## src/rtl/count_sequencer_pkg.sv

```systemverilog
// Shared types and constants for the count sequencer and its counter datapath.
package count_sequencer_pkg;

    localparam int unsigned DEFAULT_WIDTH = 4;

    typedef enum logic [1:0] {
        IDLE  = 2'b00,
        CLEAR = 2'b01,
        RUN   = 2'b10
    } state_t;

endpackage

```

## src/rtl/count_sequencer_if.sv

```systemverilog
// Control/status bundle between task-level control logic and the count sequencer.
interface count_sequencer_if
    import count_sequencer_pkg::*;
#(
    parameter int unsigned WIDTH = DEFAULT_WIDTH
);

    logic             start;
    logic             stop;
    logic             pause;
    logic             periodic;
    logic [WIDTH-1:0] term_val;
    logic [WIDTH-1:0] count;
    logic             busy;
    logic             done;

    modport master (
        output start, stop, pause, periodic, term_val,
        input  count, busy, done
    );

    modport slave (
        input  start, stop, pause, periodic, term_val,
        output count, busy, done
    );

endinterface

```

## src/rtl/count_sequencer_up_counter_w.sv

```systemverilog
// WIDTH-bit up-counter register; synchronous clear takes priority over enable.
module up_counter_w #(
    parameter int unsigned WIDTH = 4
) (
    input  logic             clk,
    input  logic             reset,
    input  logic             clr,
    input  logic             en,
    output logic [WIDTH-1:0] count
);

    always_ff @(posedge clk or negedge reset) begin
        if (!reset) begin
            count <= '0;
        end else if (clr) begin
            count <= '0;
        end else if (en) begin
            count <= count + 1'b1;
        end
    end

endmodule

```

## src/rtl/count_sequencer.sv

```systemverilog
// Sequences an up-counter: clear, run to a latched terminal value, then stop or wrap.
module count_sequencer
    import count_sequencer_pkg::*;
#(
    parameter int unsigned WIDTH = DEFAULT_WIDTH
) (
    input  logic              clk,
    input  logic              reset,
    count_sequencer_if.slave  ctrl
);

    state_t           state;
    logic [WIDTH-1:0] term;
    logic             mode;
    logic [WIDTH-1:0] cnt;
    logic             clr;
    logic             en;
    logic             busy;
    logic             done;

    // Counter controls follow the current state so the counter moves on the same edge as the FSM.
    always_comb begin
        clr = 1'b0;
        en  = 1'b0;
        case (state)
            CLEAR: clr = 1'b1;
            RUN: begin
                if (!ctrl.stop && !ctrl.pause) begin
                    if (cnt == term) begin
                        clr = mode;
                    end else begin
                        en = 1'b1;
                    end
                end
            end
            default: ;
        endcase
    end

    always_ff @(posedge clk or negedge reset) begin
        if (!reset) begin
            state <= IDLE;
            term  <= '0;
            mode  <= 1'b0;
            busy  <= 1'b0;
            done  <= 1'b0;
        end else begin
            done <= 1'b0;
            case (state)
                IDLE: begin
                    if (ctrl.start && !ctrl.stop) begin
                        term  <= ctrl.term_val;
                        mode  <= ctrl.periodic;
                        state <= CLEAR;
                        busy  <= 1'b1;
                    end
                end
                CLEAR: begin
                    if (ctrl.stop) begin
                        state <= IDLE;
                        busy  <= 1'b0;
                    end else begin
                        state <= RUN;
                    end
                end
                RUN: begin
                    if (ctrl.stop) begin
                        state <= IDLE;
                        busy  <= 1'b0;
                    end else if (!ctrl.pause && cnt == term) begin
                        done <= 1'b1;
                        if (!mode) begin
                            state <= IDLE;
                            busy  <= 1'b0;
                        end
                    end
                end
                default: begin
                    state <= IDLE;
                    busy  <= 1'b0;
                end
            endcase
        end
    end

    up_counter_w #(.WIDTH(WIDTH)) u_counter (
        .clk   (clk),
        .reset (reset),
        .clr   (clr),
        .en    (en),
        .count (cnt)
    );

    assign ctrl.count = cnt;
    assign ctrl.busy  = busy;
    assign ctrl.done  = done;

endmodule

```

## src/flat_wrapper.sv

```systemverilog
// flat-port wrapper written by rule: the top's interface ports become plain ports
module count_sequencer_flat import count_sequencer_pkg::*;
#(
    parameter int unsigned WIDTH = DEFAULT_WIDTH
)
  (clk, reset, ctrl_start, ctrl_stop, ctrl_pause, ctrl_periodic, ctrl_term_val, ctrl_count, ctrl_busy, ctrl_done);
  count_sequencer_if #(.WIDTH(WIDTH)) ctrl_i ();
  input  logic clk;
  input  logic reset;
  input wire logic [$bits(ctrl_i.start)-1:0] ctrl_start;
  input wire logic [$bits(ctrl_i.stop)-1:0] ctrl_stop;
  input wire logic [$bits(ctrl_i.pause)-1:0] ctrl_pause;
  input wire logic [$bits(ctrl_i.periodic)-1:0] ctrl_periodic;
  input wire logic [$bits(ctrl_i.term_val)-1:0] ctrl_term_val;
  output wire logic [$bits(ctrl_i.count)-1:0] ctrl_count;
  output wire logic [$bits(ctrl_i.busy)-1:0] ctrl_busy;
  output wire logic [$bits(ctrl_i.done)-1:0] ctrl_done;
  assign ctrl_i.start = ctrl_start;
  assign ctrl_i.stop = ctrl_stop;
  assign ctrl_i.pause = ctrl_pause;
  assign ctrl_i.periodic = ctrl_periodic;
  assign ctrl_i.term_val = ctrl_term_val;
  assign ctrl_count = ctrl_i.count;
  assign ctrl_busy = ctrl_i.busy;
  assign ctrl_done = ctrl_i.done;
  count_sequencer #(.WIDTH(WIDTH)) u_core (.clk(clk), .reset(reset), .ctrl(ctrl_i));
endmodule
```

## config.mk

```make
export PLATFORM = sky130hd
export DESIGN_NAME = count_sequencer_flat
export DESIGN_NICKNAME = d
export VERILOG_FILES = /design/src/rtl/count_sequencer_pkg.sv /design/src/rtl/count_sequencer_if.sv /design/src/rtl/count_sequencer_up_counter_w.sv /design/src/rtl/count_sequencer.sv /design/src/flat_wrapper.sv
export SDC_FILE = /design/constraint.sdc
export NUM_CORES = 1
export LEC_CHECK = 0
export ABC_AREA = 1
export CORE_MARGIN = 3
export CORE_UTILIZATION = 44
export CTS_BUF_LIST = sky130_fd_sc_hd__clkbuf_16
export DETAILED_ROUTE_END_ITERATION = 8
export GPL_TIMING_DRIVEN = 1
export PLACE_DENSITY = 0.69
export SLEW_MARGIN = 20
export SYNTH_ARGS = -nofsm -noshare
export SYNTH_HDL_FRONTEND = slang
export SYNTH_HIERARCHICAL = 1
export SYNTH_SLANG_ARGS = --single-unit
```

## constraint.sdc

```tcl
create_clock -name clk -period 1.7 [get_ports clk]
set_input_delay 0.34 -clock clk [delete_from_list [all_inputs] [get_ports clk]]
set_output_delay 0.34 -clock clk [all_outputs]
set_load 0.05 [all_outputs]
```

==> results by group, run 1 <==
Timing
  • RSZ-0062 raised after global routing: yes
  • Final setup violation count: 0
  • Final hold vios: 0
  • F_max: 597 MHz
  • Slew @ Worst Pin: about 0.28 ns
  • Slew Limit Headroom: 0.812
  • Final setup margin: around 0.026 ns
  • Worst Skew: 0.00461 ns
  • Hold WS: 0.399 ns
  • Final min period: 1.67 ns
  • Slew Limit Fails: 0
  • Post-route clock period utilization: 0.985

Yosys
  • Sequential-to-total area share from yosys stat: 0.430
  • Avg Cell Area, Syn: roughly 7.3 µm²
  • Mapped Nets: 117
  • Post-synth top area cell: dfrtp_1
  • Synthesized flop and latch total: 13
  • Async set-or-reset flop fraction in the synthesized netlist: 1.00
  • Unique cell type count in the Yosys netlist: 13
  • Ys flop type: dfrtp_1
  • Synth cell count leaders: 34 x nand2_1, 19 x inv_1, 13 x dfrtp_1
  • Mapped cell area: roughly 760 µm²
  • Ys Warns: 6
  • Number of synthesized flops with an enable pin: 0
  • Cells after Synth: 103
  • Share of the synthesized area in the top cell type: 0.430
  • Most common cell in the netlist: nand2_1
  • Top post-synthesis cells by area: dfrtp_1 43%, nand2_1 17%, inv_1 9.4%

Pwr
  • Leakage: 0.598 nW
  • Net Sw Power: a little over 700 µW
  • Power per cell area: 1560 nW/µm²
  • Switching Share: 0.402
  • Clock network power share: 0.246
  • VDD IR max: roughly 1.3 mV
  • Sequential share of power: 0.282
  • Internal power: 1.06 mW
  • Comb pwr share: 0.472

Route
  • WL/cell: 12.9 µm
  • Antenna-violating nets left: 0
  • Via density: 4.95
  • Detailed Route WL: 1.97 mm
  • Drt pass-1 iters: 4
  • Remaining DRCs: 0
  • Initial DRC Count: 5
  • Vias: between 700 and 800

Setup path
  • CP Launch Type: flop
  • Critical Path AT: 1.79 ns
  • Reg2reg setup slack: 0.03 ns
  • Critical Path End Type: flop
  • CP Class: reg -> reg
  • Crit-path max FO: 3
  • Crit path required time: between 1.5 and 2 ns

Floorplanning
  • Starting density of the core: 0.485
  • Die area: approximately 2300 µm²
  • Row Count: 14
  • Die X: 47.4 µm
  • Core Box Area: 1560 µm²
  • I/O pin count: 16
  • Die Y: between 40 and 50 µm

Finish
  • Final cell count without fillers: approximately 150
  • Layout area overhead: 51.2%
  • Sequential Area: 330 µm²
  • Post-route cell area: 1140 µm²
  • Area of the multi-input gates: 390 µm²
  • Layout Nets: 152
  • Filler instances: 119
  • ANT cells: 0
  • Share of layout cells above drive strength 1: 0.321
  • Final Util: 0.733

Hold path
  • Worst Hold Class: in -> async

Clocking
  • CTS tree: built
  • Clock Latency Late Sink: 0.24 ns
  • CTS hold repair buffers: 0
  • CTS buffer count: 3
  • Clk buf depth: 2
  • Root Buffer: clkbuf_16
  • Worst-path clk slew: 0.05 ns
  • H-tree levels: 1
  • Clk sinks: 13

Place
  • Post-DP HPWL: 1.18 mm
  • Port Buf Inserts: 15
  • Placed cell areas: 946 µm²
  • Final GP Congestion: 0.747
  • Dpl ws: -0.149 ns
  • DP Cell Count: 138

GRT
  • Grt total ovfl: 0
  • Vias in the first global route: 681
  • First-pass GRT wire length: ~2.8 mm
  • Largest net degree at the start of global routing: 14
  • Initial antenna violation count: 0
  • Total GRT Usage: 0.188

Run status
  • Outcome: finished clean

Flow run
  • Max Cap Viol: 0
repair_timing:
item / CTS / global route
pin swaps: 7 / 9
buffers inserted: 3 / 8
gates cloned: 0 / 0
gates resized for setup: 4 / 6
endpoints found under the setup margin: 2 / 3
critical path: stages, from the launching register on:
cell and delay, ns:
dfrtp_1 0.40, inv_2 0.08, ha_4 0.12, inv_2 0.04
nor2_4 0.08, nand2_2 0.08, nor2_4 0.12, nand2_2 0.07
a21boi_2 0.16, nor2_2 0.09, nor2_4 0.12, nand3_2 0.07
nand2_1 0.07, nor2_1 0.05
cell type report:
class                      count  share of cell area
multi-input combinational     70               0.342
sequential                    13               0.289
timing repair buffer          30               0.217
clock buffer                   3              0.0657
inverter                      20              0.0657
tap                           16              0.0175
clock inverter                 1             0.00329
routing by layer:
layer	global-route usage	vias to the layer above	wire length, µm
met5	0	-	0
met4	0.105	0	63
met3	0.0451	6	82
met2	0.337	20	1020
met1	0.199	351	810
li1	-	381	-
metrics by stage:
step	setup TNS [ns]	power, mW
after floorplan	0	1.00
final	0	1.78
after CTS	0	1.69
after global routing	-0.0535	1.91
after detailed placement	-0.284	1.18
after global placement	-0.110	1.16
flip-flops by register name (all words and copies together) (netlist names):
| signal | count |
|---|---|
| u_core/ctrl.busy | 1 |
| u_core/mode | 1 |
| u_core/state | 2 |
| u_core/term | 4 |
| u_core/u_counter/count | 4 |
| u_core/ctrl.done | 1 |
path summary, 6_finish.rpt:
check,startpoint,end,cells after the start
min in group clk,u_core/ctrl.busy$_DFFE_PN0P_,u_core/ctrl.busy$_DFFE_PN0P_,2
setup / recovery,u_core/state[0]$_DFFE_PN0P_,u_core/u_counter/count[3]$_DFFE_PN0P_,13
setup reg to reg,u_core/state[0]$_DFFE_PN0P_,u_core/u_counter/count[3]$_DFFE_PN0P_,13
hold reg to reg,u_core/ctrl.busy$_DFFE_PN0P_,u_core/ctrl.busy$_DFFE_PN0P_,2
max in group asynchronous,reset,u_core/u_counter/count[2]$_DFFE_PN0P_,2
hold / removal,reset,u_core/mode$_DFFE_PN0P_,2
power by group through the flow:
| stage | clock network, mW | logic, mW | registers (mW) |
|---|---|---|---|
| 2_1_floorplan | 0 | 0.411 | 0.589 |
| 3_3_place_gp | 0 | 0.665 | 0.498 |
| 3_5_place_dp | 0 | 0.676 | 0.506 |
| 4_1_cts | 0.445 | 0.742 | 0.503 |
| 5_1_grt | 0.465 | 0.929 | 0.518 |
| 6_report | 0.438 | 0.841 | 0.502 |
kinds of logic after synthesis:
| kind of cell | count (synthesis) | synth area share |
|---|---|---|
| AO/OA/AOI/OAI | 10 | 0.0745 |
| flip-flops | 13 | 0.430 |
| adder cells (fa/ha/maj) | 4 | 0.0662 |
| AND/OR/NAND/NOR | 56 | 0.329 |
| buffers and inverters | 20 | 0.0993 |
cells in the final DEF (no fill, tap or decap):
cell,Yosys,layout
buf_4,0,21
a21boi_2,1,1
clkbuf_16,0,3
nor2_1,7,6
dfrtp_1,13,9
inv_1,19,18
ha_1,4,3
nand3_2,0,1
clkdlybuf4s50_1,0,9
nor2_2,3,2
nand3_1,7,6
inv_2,0,2
nor2_4,2,4
o21ai_0,4,4
dfrtp_2,0,4
nand2_1,34,32
ha_4,0,1
clkinv_1,1,1
nand2_2,3,5
a21oi_1,5,5
Power figures use the tool's default switching activity.
==> run 2: changes to the inputs <==
Settings changed: CELL_PAD_IN_SITES_DETAIL_PLACEMENT from default to 1, CELL_PAD_IN_SITES_GLOBAL_PLACEMENT from default to 1, CORE_UTILIZATION 44 to 31, PLACE_DENSITY 0.69 to 0.68, SLEW_MARGIN 20 to default.
==> results by group, run 2 (synthesis results as in run 1) <==
Run status
  • Outcome: finished clean (unchanged)

Pwr
  • Sequential share of power: 0.292 (was 0.282)
  • Clock network power share: 0.254 (was 0.246)
  • Internal power: 1.02 mW (was 1.06 mW)
  • Leakage: 0.562 nW (was 0.598 nW)
  • Comb pwr share: 0.454 (was 0.472)
  • Net Sw Power: 706 µW (was 717 µW)
  • Switching Share: 0.410 (was 0.402)
  • VDD IR max: 0.674 mV (was 1.25 mV)
  • PnR Total Power: 1.72 mW (was 1.78 mW)
  • Power per cell area: 1550 nW/µm² (was 1560 nW/µm²)

Setup path
  • CP Launch Type: flop (unchanged)
  • Critical Path Source: u_core/state[0]$_DFFE_PN0P_ (unchanged)
  • Critical Path AT: 1.72 ns (was 1.79 ns)
  • Critical Path End Type: flop (unchanged)
  • CP max stage cell: dfrtp_1 (unchanged)
  • CP Class: reg -> reg (unchanged)
  • Max stage delay on crit path: 0.40 ns (about the same)
  • CP dominant cell by count: nor2_4 (unchanged)
  • CP delay by family, top: simple AND/OR/NAND/NOR gates (unchanged)
  • CP cell instances: inv_2 -> ha_4 -> inv_2 -> nor2_4 -> nand2_2 -> nor2_4 -> nand2_2 -> a21boi_2 -> nor2_2 -> nor2_4 -> nand3_2 -> nand2_1 -> nor2_1 (unchanged)
  • Crit path required time: 1.82 ns (about the same)
  • Crit-path max FO: 3 (unchanged)
  • Reg-to-Reg Start: u_core/state[0]$_DFFE_PN0P_ (unchanged)
  • CP bufs+invs: 2 (unchanged)

Place
  • Final GP Congestion: 0.724 (was 0.747)
  • Port Buf Inserts: 15 (unchanged)
  • Post-DP HPWL: 1.39 mm (was 1.18 mm)
  • Placed cell areas: 968 µm² (was 946 µm²)
  • Dpl ws: -0.208 ns (was -0.149 ns)
  • DP Cell Count: 151 (was 138)

Finish
  • Layout area overhead: 46.9% (was 51.2%)
  • Top Registers: u_core/term x4, u_core/u_counter/count x4, u_core/state x2 (unchanged)
  • Final cell count without fillers: 158 (was 153)
  • Final Util: 0.492 (was 0.733)
  • Share of layout cells above drive strength 1: 0.285 (was 0.321)
  • Commonest non-fill, non-tap cell in the layout: nand2_1 (unchanged)
  • Layout Nets: 145 (was 152)
  • Post-route cell area: 1110 µm² (was 1140 µm²)
  • Most frequent cells in the layout: 32 x nand2_1, 18 x inv_1, 14 x buf_4 (was 32 x nand2_1, 21 x buf_4, 18 x inv_1)
  • ANT cells: 0 (unchanged)

Hold path
  • Worst Hold Class: in -> async (unchanged)

Route
  • Vias: 715 (was 758)
  • Drt pass-1 iters: 4 (unchanged)
  • Via density: 4.53 (was 4.95)
  • WL/cell: 11.6 µm (was 12.9 µm)
  • Antenna-violating nets left: 0 (unchanged)
  • Remaining DRCs: 0 (unchanged)
  • Initial DRC Count: 16 (was 5)
  • Detailed Route WL: 1.83 mm (was 1.97 mm)

GRT
  • Grt total ovfl: 0 (unchanged)
  • Total GRT Usage: 0.136 (was 0.188)
  • First-pass GRT wire length: 3.36 mm (was 2.81 mm)
  • Initial antenna violation count: 0 (unchanged)
  • Vias in the first global route: 797 (was 681)
  • Largest net degree at the start of global routing: 14 (unchanged)

Timing
  • Post-route clock period utilization: 0.938 (was 0.985)
  • Final setup margin: 0.106 ns (was 0.0262 ns)
  • RSZ-0062 raised after global routing: yes (unchanged)
  • F_max: 627 MHz (was 597 MHz)
  • Worst Skew: 0.00207 ns (was 0.00461 ns)
  • Setup tns final: 0 ns (unchanged)
  • Hold WS: 0.422 ns (was 0.399 ns)
  • Final hold vios: 0 (unchanged)
  • Slew Limit Fails: 0 (unchanged)
  • Final min period: 1.59 ns (was 1.67 ns)
  • Slew @ Worst Pin: 0.283 ns (was 0.280 ns)
  • Slew Limit Headroom: 0.810 (was 0.812)
  • Final setup violation count: 0 (unchanged)

Clocking
  • Worst-path clk slew: 0.05 ns (about the same)
  • Root Buffer: clkbuf_16 (unchanged)
  • H-tree levels: 1 (unchanged)
  • Clk sinks: 13 (unchanged)
  • CTS tree: built (unchanged)
  • Clk buf depth: 2 (unchanged)
  • Clock Latency Late Sink: 0.24 ns (about the same)
  • CTS buffer count: 3 (unchanged)

Floorplanning
  • Die area: 3070 µm² (was 2250 µm²)
  • I/O pin count: 16 (unchanged)
  • Core Box Area: 2250 µm² (was 1560 µm²)
  • Die X: 55.4 µm (was 47.4 µm)
  • Die Y: 55.4 µm (was 47.4 µm)
  • Starting density of the core: 0.335 (was 0.485)
  • Row Count: 17 (was 14)

Flow run
  • Max Cap Viol: 0 (unchanged)
run 2: metal layers:
layer  up-vias  wire length [µm]  track usage  share of wire
met5         -                 0            0              0
li1        364                 -            -              -
met1       344               807        0.159           0.44
met2         7               969        0.236           0.53
met3         0                49       0.0327          0.027
met4         0                 0       0.0521              0
run 2: cell type report:
class / instances / area (µm²)
Clock buffer: 3 / 75.1
Clock inverter: 1 / 3.75
Fill cell: 299 / 1140
Inverter: 20 / 75.1
Multi-Input combinational cell: 70 / 395
Sequential cell: 13 / 330
Tap cell: 28 / 35.0
Timing Repair Buffer: 23 / 195
run 2: worst reg2reg max path, delay by kind of cell, from the launching register on:
family | cells | cell delay, ns
adders and majority gates | 1 | 0.12
DFF | 1 | 0.40
AOI/OAI and AO/OA | 1 | 0.15
buffers and inverters | 2 | 0.12
and+or+nand+nor | 9 | 0.69
run 2: path summary, 6_finish.rpt:
kind | slack [ns] | cells past startpoint | to
max in group asynchronous | 1.09 | 2 | u_core/u_counter/count[2]$_DFFE_PN0P_
min in group clk | 0.48 | 2 | u_core/ctrl.busy$_DFFE_PN0P_
worst min register to register | 0.48 | 2 | u_core/ctrl.busy$_DFFE_PN0P_
worst min-delay path | 0.42 | 2 | u_core/term[0]$_DFFE_PN0P_
worst max-delay path | 0.11 | 13 | u_core/u_counter/count[3]$_DFFE_PN0P_
worst max register to register | 0.11 | 13 | u_core/u_counter/count[3]$_DFFE_PN0P_
run 2: what timing repair did:
item / 4_1_cts / 5_1_grt
gates resized for setup: 9 / 2
hold buffers: 0 / 0
buffers inserted: 0 / 3
setup endpoints to repair: 1 / 2
pin swaps: 6 / 7
run 2: power by group through the flow:
stage / combinational, mW / clock (mW) / sequential (mW)
after CTS: 0.765 / 0.452 / 0.506
after global routing: 0.887 / 0.473 / 0.524
after floorplan: 0.411 / 0 / 0.589
after global placement: 0.709 / 0 / 0.498
final: 0.782 / 0.438 / 0.503
after detailed placement: 0.727 / 0 / 0.504
